### src/rtl/mem_init_pkg.sv
// Shared types and constants for the memory-initialisation sequencer.
package mem_init_pkg;

    typedef enum logic [2:0] {
        ST_IDLE,
        ST_LOAD,
        ST_FILL,
        ST_DLY,
        ST_RUN
    } state_e;

    // Word index sits above the 2-bit byte offset in MEM_ADDR.
    localparam int BYTE_OFF = 2;

    function automatic int idx_w(input int depth);
        return (depth > 1) ? $clog2(depth) : 1;
    endfunction

endpackage

### src/rtl/mem_init_dly_cnt.sv
// Release-delay down-counter: load arms it, zero_o flags expiry, skip_o
// reports a zero-length delay so the caller can bypass the wait state.
module mem_init_dly_cnt #(
    parameter int DLY = 4
) (
    input  logic clk_i,
    input  logic rst_i,
    input  logic load_i,
    input  logic en_i,
    output logic zero_o,
    output logic skip_o
);

    localparam int CW     = (DLY > 1) ? $clog2(DLY) : 1;
    localparam int DLY_M1 = (DLY > 0) ? DLY - 1 : 0;

    logic [CW-1:0] cnt_q, cnt_d;

    // Loaded with DLY-1 so the waiting state lasts exactly DLY cycles.
    always_comb begin
        cnt_d = cnt_q;
        if (load_i)
            cnt_d = CW'(DLY_M1);
        else if (en_i && cnt_q != '0)
            cnt_d = cnt_q - 1'b1;
    end

    always_ff @(posedge clk_i) begin
        if (rst_i)
            cnt_q <= '0;
        else
            cnt_q <= cnt_d;
    end

    assign skip_o = (DLY == 0);
    assign zero_o = skip_o || (cnt_q == '0);

endmodule

### src/rtl/mem_init_seq.sv
// Streams words into N_CH memories in turn, then releases the core reset.
// Define MEM_INIT_ZERO_FILL_EN to zero-fill the tail of a channel closed by LAST.
module mem_init_seq
    import mem_init_pkg::*;
#(
    parameter int N_CH        = 2,
    parameter int DATA_W      = 32,
    parameter int ADDR_W      = 32,
    parameter int DEPTH       = 1024,
    parameter int RELEASE_DLY = 4
) (
    input  logic              CLK,
    input  logic              RST,
    input  logic              START,
    input  logic              LOAD_VALID,
    output logic              LOAD_READY,
    input  logic [DATA_W-1:0] LOAD_DATA,
    input  logic              LOAD_LAST,
    output logic [N_CH-1:0]   MEM_WE,
    output logic [ADDR_W-1:0] MEM_ADDR,
    output logic [DATA_W-1:0] MEM_DATA,
    output logic [N_CH-1:0]   CH_DONE,
    output logic              ERR,
    output logic              CORE_RSTn
);

    localparam int IDX_W = idx_w(DEPTH);
    localparam int CH_W  = (N_CH > 1) ? $clog2(N_CH) : 1;
    localparam logic [IDX_W-1:0] IDX_MAX = IDX_W'(DEPTH - 1);
    localparam logic [CH_W-1:0]  CH_MAX  = CH_W'(N_CH - 1);

    state_e            state_q, state_d;
    logic [CH_W-1:0]   ch_q, ch_d;
    logic [IDX_W-1:0]  idx_q, idx_d;
    logic              ready_q, ready_d;
    logic [N_CH-1:0]   we_q, we_d;
    logic [ADDR_W-1:0] addr_q, addr_d;
    logic [DATA_W-1:0] data_q, data_d;
    logic [N_CH-1:0]   done_q, done_d;
    logic              err_q, err_d;
    logic              rstn_q, rstn_d;

    logic acc, at_end, close, ovf, fill_wr;
    logic cnt_load, cnt_en, cnt_zero, cnt_skip;

    assign acc    = LOAD_VALID && ready_q && (state_q == ST_LOAD);
    assign at_end = (idx_q == IDX_MAX);
    assign cnt_en = (state_q == ST_DLY);

`ifdef MEM_INIT_ZERO_FILL_EN
    assign fill_wr = (state_q == ST_FILL);
`else
    assign fill_wr = 1'b0;
`endif

    mem_init_dly_cnt #(.DLY(RELEASE_DLY)) u_dly (
        .clk_i  (CLK),
        .rst_i  (RST),
        .load_i (cnt_load),
        .en_i   (cnt_en),
        .zero_o (cnt_zero),
        .skip_o (cnt_skip)
    );

    always_ff @(posedge CLK) begin
        if (RST) begin
            state_q <= ST_IDLE;
            ch_q    <= '0;
            idx_q   <= '0;
            ready_q <= 1'b0;
            we_q    <= '0;
            addr_q  <= '0;
            data_q  <= '0;
            done_q  <= '0;
            err_q   <= 1'b0;
            rstn_q  <= 1'b0;
        end else begin
            state_q <= state_d;
            ch_q    <= ch_d;
            idx_q   <= idx_d;
            ready_q <= ready_d;
            we_q    <= we_d;
            addr_q  <= addr_d;
            data_q  <= data_d;
            done_q  <= done_d;
            err_q   <= err_d;
            rstn_q  <= rstn_d;
        end
    end

    always_comb begin
        state_d  = state_q;
        ch_d     = ch_q;
        idx_d    = idx_q;
        close    = 1'b0;
        ovf      = 1'b0;
        cnt_load = 1'b0;
        case (state_q)
            ST_IDLE: begin
                if (START) begin
                    state_d = ST_LOAD;
                    ch_d    = '0;
                    idx_d   = '0;
                end
            end
            ST_LOAD: begin
                if (acc) begin
                    idx_d = idx_q + 1'b1;
                    // Running off the end without LAST: the next word starts the next channel.
                    if (!LOAD_LAST && at_end) begin
                        ovf   = 1'b1;
                        close = 1'b1;
                    end
`ifdef MEM_INIT_ZERO_FILL_EN
                    else if (LOAD_LAST && !at_end)
                        state_d = ST_FILL;
`endif
                    else if (LOAD_LAST)
                        close = 1'b1;
                end
            end
`ifdef MEM_INIT_ZERO_FILL_EN
            ST_FILL: begin
                idx_d = idx_q + 1'b1;
                if (at_end)
                    close = 1'b1;
            end
`endif
            ST_DLY: begin
                if (cnt_zero)
                    state_d = ST_RUN;
            end
            ST_RUN: state_d = ST_RUN;
            default: state_d = ST_IDLE;
        endcase

        if (close) begin
            if (ch_q != CH_MAX) begin
                ch_d    = ch_q + 1'b1;
                idx_d   = '0;
                state_d = ST_LOAD;
            end else if (cnt_skip) begin
                state_d = ST_RUN;
            end else begin
                state_d  = ST_DLY;
                cnt_load = 1'b1;
            end
        end
    end

    always_comb begin
        ready_d = (state_d == ST_LOAD);
        rstn_d  = (state_d == ST_RUN);
        err_d   = err_q | ovf;
        we_d    = '0;
        done_d  = done_q;
        addr_d  = addr_q;
        data_d  = data_q;
        if (acc || fill_wr) begin
            addr_d = '0;
            addr_d[BYTE_OFF +: IDX_W] = idx_q;
            data_d = fill_wr ? '0 : LOAD_DATA;
        end
        for (int i = 0; i < N_CH; i++) begin
            if (ch_q == CH_W'(i)) begin
                we_d[i] = acc || fill_wr;
                if (close)
                    done_d[i] = 1'b1;
            end
        end
    end

    assign LOAD_READY = ready_q;
    assign MEM_WE     = we_q;
    assign MEM_ADDR   = addr_q;
    assign MEM_DATA   = data_q;
    assign CH_DONE    = done_q;
    assign ERR        = err_q;
    assign CORE_RSTn  = rstn_q;

endmodule

### config.mk
export PLATFORM = sky130hd
export DESIGN_NAME = mem_init_seq
export DESIGN_NICKNAME = d
export VERILOG_FILES = /design/src/rtl/mem_init_pkg.sv /design/src/rtl/mem_init_dly_cnt.sv /design/src/rtl/mem_init_seq.sv
export SDC_FILE = /design/constraint.sdc
export NUM_CORES = 1
export LEC_CHECK = 0
export CORE_MARGIN = 8
export CORE_UTILIZATION = 43
export DETAILED_ROUTE_END_ITERATION = 16
export GPL_TIMING_DRIVEN = 0
export PLACE_DENSITY = 0.78
export SLEW_MARGIN = 20
export SYNTH_ARGS = -nofsm -noshare
export SYNTH_HDL_FRONTEND = slang
export SYNTH_HIERARCHICAL = 1
export SYNTH_SLANG_ARGS = --single-unit
### constraint.sdc
create_clock -name CLK -period 2.23 [get_ports CLK]
set_input_delay 0.5575 -clock CLK [delete_from_list [all_inputs] [get_ports CLK]]
set_output_delay 0.5575 -clock CLK [all_outputs]
set_load 0.02 [all_outputs]
==> implementation parameters <==
Parameter                              Value

Clock network
  Buffer type at the clock tree root ... sky130_fd_sc_hd__clkbuf_8
  Clock tree from TritonCTS ... done
  Clock latency on the worst-skew pair ... about 350 ps
  Deepest clock path buffer count ... 2
  Clock transition at the registers of the reported paths ... roughly 70 ps
  Number of CTS-inserted buffers ... 9
  # H-tree levels ... 3
  CTS sink count ... 65

Synth
  Share of the yosys chip area belonging to registers ... 0.471
  Ys flop type ... sky130_fd_sc_hd__dfxtp_1
  Yosys top cell area share ... 0.471
  Average size of a mapped cell ... roughly 8.3 um^2
  Post-synthesis cell area ... ~0.0028 mm^2
  Largest area contributor in the netlist ... sky130_fd_sc_hd__dfxtp_1
  Number of flops mapped to enable cells by yosys ... 0
  Synth area leaders ... sky130_fd_sc_hd__dfxtp_1, sky130_fd_sc_hd__nand2_1, sky130_fd_sc_hd__a21oi_1, sky130_fd_sc_hd__buf_4, sky130_fd_sc_hd__mux2_2
  Synthesized netlist cell count ... around 330
  Number of distinct library cells after synthesis ... 45
  Most instantiated library cell after synthesis ... sky130_fd_sc_hd__nand2_1
  Most used standard cells in the synthesized netlist ... sky130_fd_sc_hd__nand2_1, sky130_fd_sc_hd__dfxtp_1, sky130_fd_sc_hd__a21oi_1
  Share of synthesized registers carrying an async set or reset ... 0
  Post-synthesis register bit count ... 65
  Number of warnings issued by yosys ... 6

Die
  Row count ... 29
  Initial core utilization ... 0.441
  Die boundary height ... about 96 um
  Core box area ... 0.00628 mm^2
  Die width ... 96.2 um
  I/O pin total ... between 100 and 150
  Die Area ... between 0.009 and 0.01 mm^2

Power and ir drop
  Maximum VDD drop ... 0.602 mV
  Power per unit of standard cell area ... between 600 and 700 mW/mm^2
  Combinational share of power ... 0.117
  Register share of total power ... 0.478
  Share of total power consumed by net switching ... 0.251
  Post-layout power ... approximately 2500 uW
  Part of the power in the clock network ... 0.406
  Sw power ... about 630 uW
  Int Power ... ~1900 uW
  Leakage power figure ... roughly 0.0015 uW

Setup path
  Crit Reg-Reg Startpoint ... idx_q[0]
  Worst setup SP type ... input port
  Data required time at the worst endpoint ... between 2000 and 3000 ps
  CP startpoint ... LOAD_VALID
  Crit-path max FO ... 5
  Worst setup path end ... idx_q[8]
  WS Path Type ... in -> reg
  Reg-to-reg slack, setup ... between 200 and 250 ps
  Number of cells on the worst reg-to-reg path ... 7
  Crit path capture type ... flip-flop
  Reg2reg end ... u_dly/cnt_q[1]
  Data arrival time at the worst-slack endpoint ... 2380 ps

Timing
  RSZ-0062 raised after global routing ... false
  Post-route fraction of the period consumed by the critical path ... 0.940
  Post-route minimum period ... ~2100 ps
  Setup-failing EPs final ... 0
  Worst slew slack as a fraction of its limit ... 0.572
  Slew @ Worst Pin ... approximately 640 ps
  Final slew viol count ... 0
  Maximum clock skew at final layout ... about 10 ps
  Final TNS setup ... 0 ps
  Max Fclk ... approximately 480 MHz
  Count of endpoints failing hold in the final timing report ... 0

Place
  Placement-stage cell area ... around 0.0038 mm^2
  Routability cong. ... 0.886
  Detailed placement HPWL ... 5430 um
  Number of buffer cells added on primary ports ... 85
  Instance count after placement with tap cells included ... ~520

Route
  Wirelength, routed ... 7430 um
  Detail Route Antenna Nets ... 0
  Overall via count from detail_route ... around 2.6k
  Number of detailed-routing iterations run before antenna repair ... 4
  Ratio of routed vias to standard cells ... 4.90
  Drt drc ... 0
  Number of DRC markers in iteration 0 ... 140
  Mean routed wirelength per cell ... roughly 14 um

Global route
  Antenna violations before repair ... 0
  First-pass GRT wire length ... 11300 um
  Overall routing resource usage ... 0.157
  Maximum number of pins on one net before global-route repair ... 13
  Number of global-route vias before repair ... 2392
  GRT Residual Overflow ... 0

Final layout
  Fillers ... 540
  Inserted Diodes ... 0
  Layout cells sized above 1 ... 0.143
  Area Growth Syn to Fin ... 45.6%
  Post-route standard cell area excluding fillers ... 0.00403 mm^2
  Final layout net count ... 489
  Number of cells in the finished layout apart from fillers ... between 500 and 600

Min path
  Hold Crit Class ... reg -> reg
  Min-Delay Startpoint ... MEM_DATA[9]

Job
  Number of maximum-capacitance constraint violations ... 0

Run status
  Run status ... finished, final reports clean
[stage by stage]
step / hold WS [ps] / util / worst slack, ps
after detailed placement: 446 / 0.604 / -653
after floorplan: 467 / - / 346
after global routing: 473 / 0.641 / 34.9
final: 455 / 0.641 / 135
after CTS: 457 / 0.640 / 98.1
after global placement: 441 / 0.604 / -562
[timing repair]
item,in CTS,in global routing
hold buffers,0,0
pin swaps,1,1
endpoints found under the setup margin,7,4
resized for setup,3,4
setup buffers,1,0
[layout by cell type, fill, tap and decap left out, types with 2 or more instances in the layout]
master                             n
sky130_fd_sc_hd__a21oi_1          49
sky130_fd_sc_hd__clkbuf_1          9
sky130_fd_sc_hd__nor4_1            2
sky130_fd_sc_hd__clkinv_4          2
sky130_fd_sc_hd__dfxtp_1          65
sky130_fd_sc_hd__o311ai_0          4
sky130_fd_sc_hd__clkbuf_2          2
sky130_fd_sc_hd__o31a_1            2
sky130_fd_sc_hd__clkdlybuf4s50_1  85
sky130_fd_sc_hd__a211oi_1          3
sky130_fd_sc_hd__ha_1              2
sky130_fd_sc_hd__inv_1             6
sky130_fd_sc_hd__clkbuf_8         12
sky130_fd_sc_hd__nor3_2            2
sky130_fd_sc_hd__nor3_1            2
sky130_fd_sc_hd__mux2_2            6
sky130_fd_sc_hd__clkinvlp_4        2
sky130_fd_sc_hd__and4bb_1          2
sky130_fd_sc_hd__buf_2             4
sky130_fd_sc_hd__nor2_1           15
sky130_fd_sc_hd__buf_4            24
sky130_fd_sc_hd__nand3_1           7
sky130_fd_sc_hd__nand2_1          96
sky130_fd_sc_hd__conb_1           23
sky130_fd_sc_hd__nand3b_1          2
[power by group through the flow]
| stage | Combinational (uW) | Clock [uW] | Sequential, uW |
|---|---|---|---|
| after global placement | 283 | 0 | 1220 |
| after CTS | 289 | 1040 | 1190 |
| final | 292 | 1010 | 1190 |
| after floorplan | 141 | 0 | 1240 |
| after detailed placement | 285 | 0 | 1220 |
| after global routing | 313 | 1080 | 1190 |
[state kept, by name (all words and copies together), names as in the netlist]
| name | cells |
|---|---|
| CH_DONE | 2 |
| CORE_RSTn | 1 |
| MEM_DATA | 32 |
| state_q | 3 |
| u_dly/cnt_q | 2 |
| LOAD_READY | 1 |
| MEM_WE | 2 |
| MEM_ADDR | 10 |
| ch_q | 1 |
| idx_q | 10 |
| ERR | 1 |
[cell families after synthesis]
family	after synthesis	share of synthesized area
fa+ha+maj	2	0.00905
flops	65	0.471
other cells	2	0.00272
mux	6	0.0244
compound gates	70	0.158
simple gates	141	0.233
buf+inv	46	0.103
[layer usage]
metal / up-vias / share of wire / GRT usage
met2: 93 / 0.48 / 0.259
met3: 13 / 0.087 / 0.0554
met5: - / 0 / 0
met4: 0 / 0.017 / 0.0653
li1: 1319 / - / -
met1: 1184 / 0.42 / 0.180
[worst min-delay path by stage]
stage	endpoint	slack [ps]	depth (start not counted)
5_1_grt	MEM_DATA[5]	470	2
6_report	MEM_DATA[9]	460	2
4_1_cts	MEM_ADDR[2]	460	2
3_3_place_gp	MEM_ADDR[11]	440	2
2_1_floorplan	MEM_ADDR[7]	470	2
3_5_place_dp	MEM_DATA[28]	450	2
[area by class of cell]
cell class,count,area [um^2],share of cell area
clock inverter,6,67.6,0.0168
clock buffer,10,138,0.0342
buffer,40,264,0.0656
multi-input combinational,242,1280,0.317
sequential,65,1300,0.323
tap,77,96.3,0.0239
timing repair buffer,86,858,0.213
inverter,6,22.5,0.00560
[critical path: stages]
cell and delay, ps:
sky130_fd_sc_hd__clkdlybuf4s50_1 490, sky130_fd_sc_hd__nand3b_1 220, sky130_fd_sc_hd__nor4_1 630, sky130_fd_sc_hd__mux2_2 400
sky130_fd_sc_hd__nor2_1 80
(Power assumes the default switching activity.)
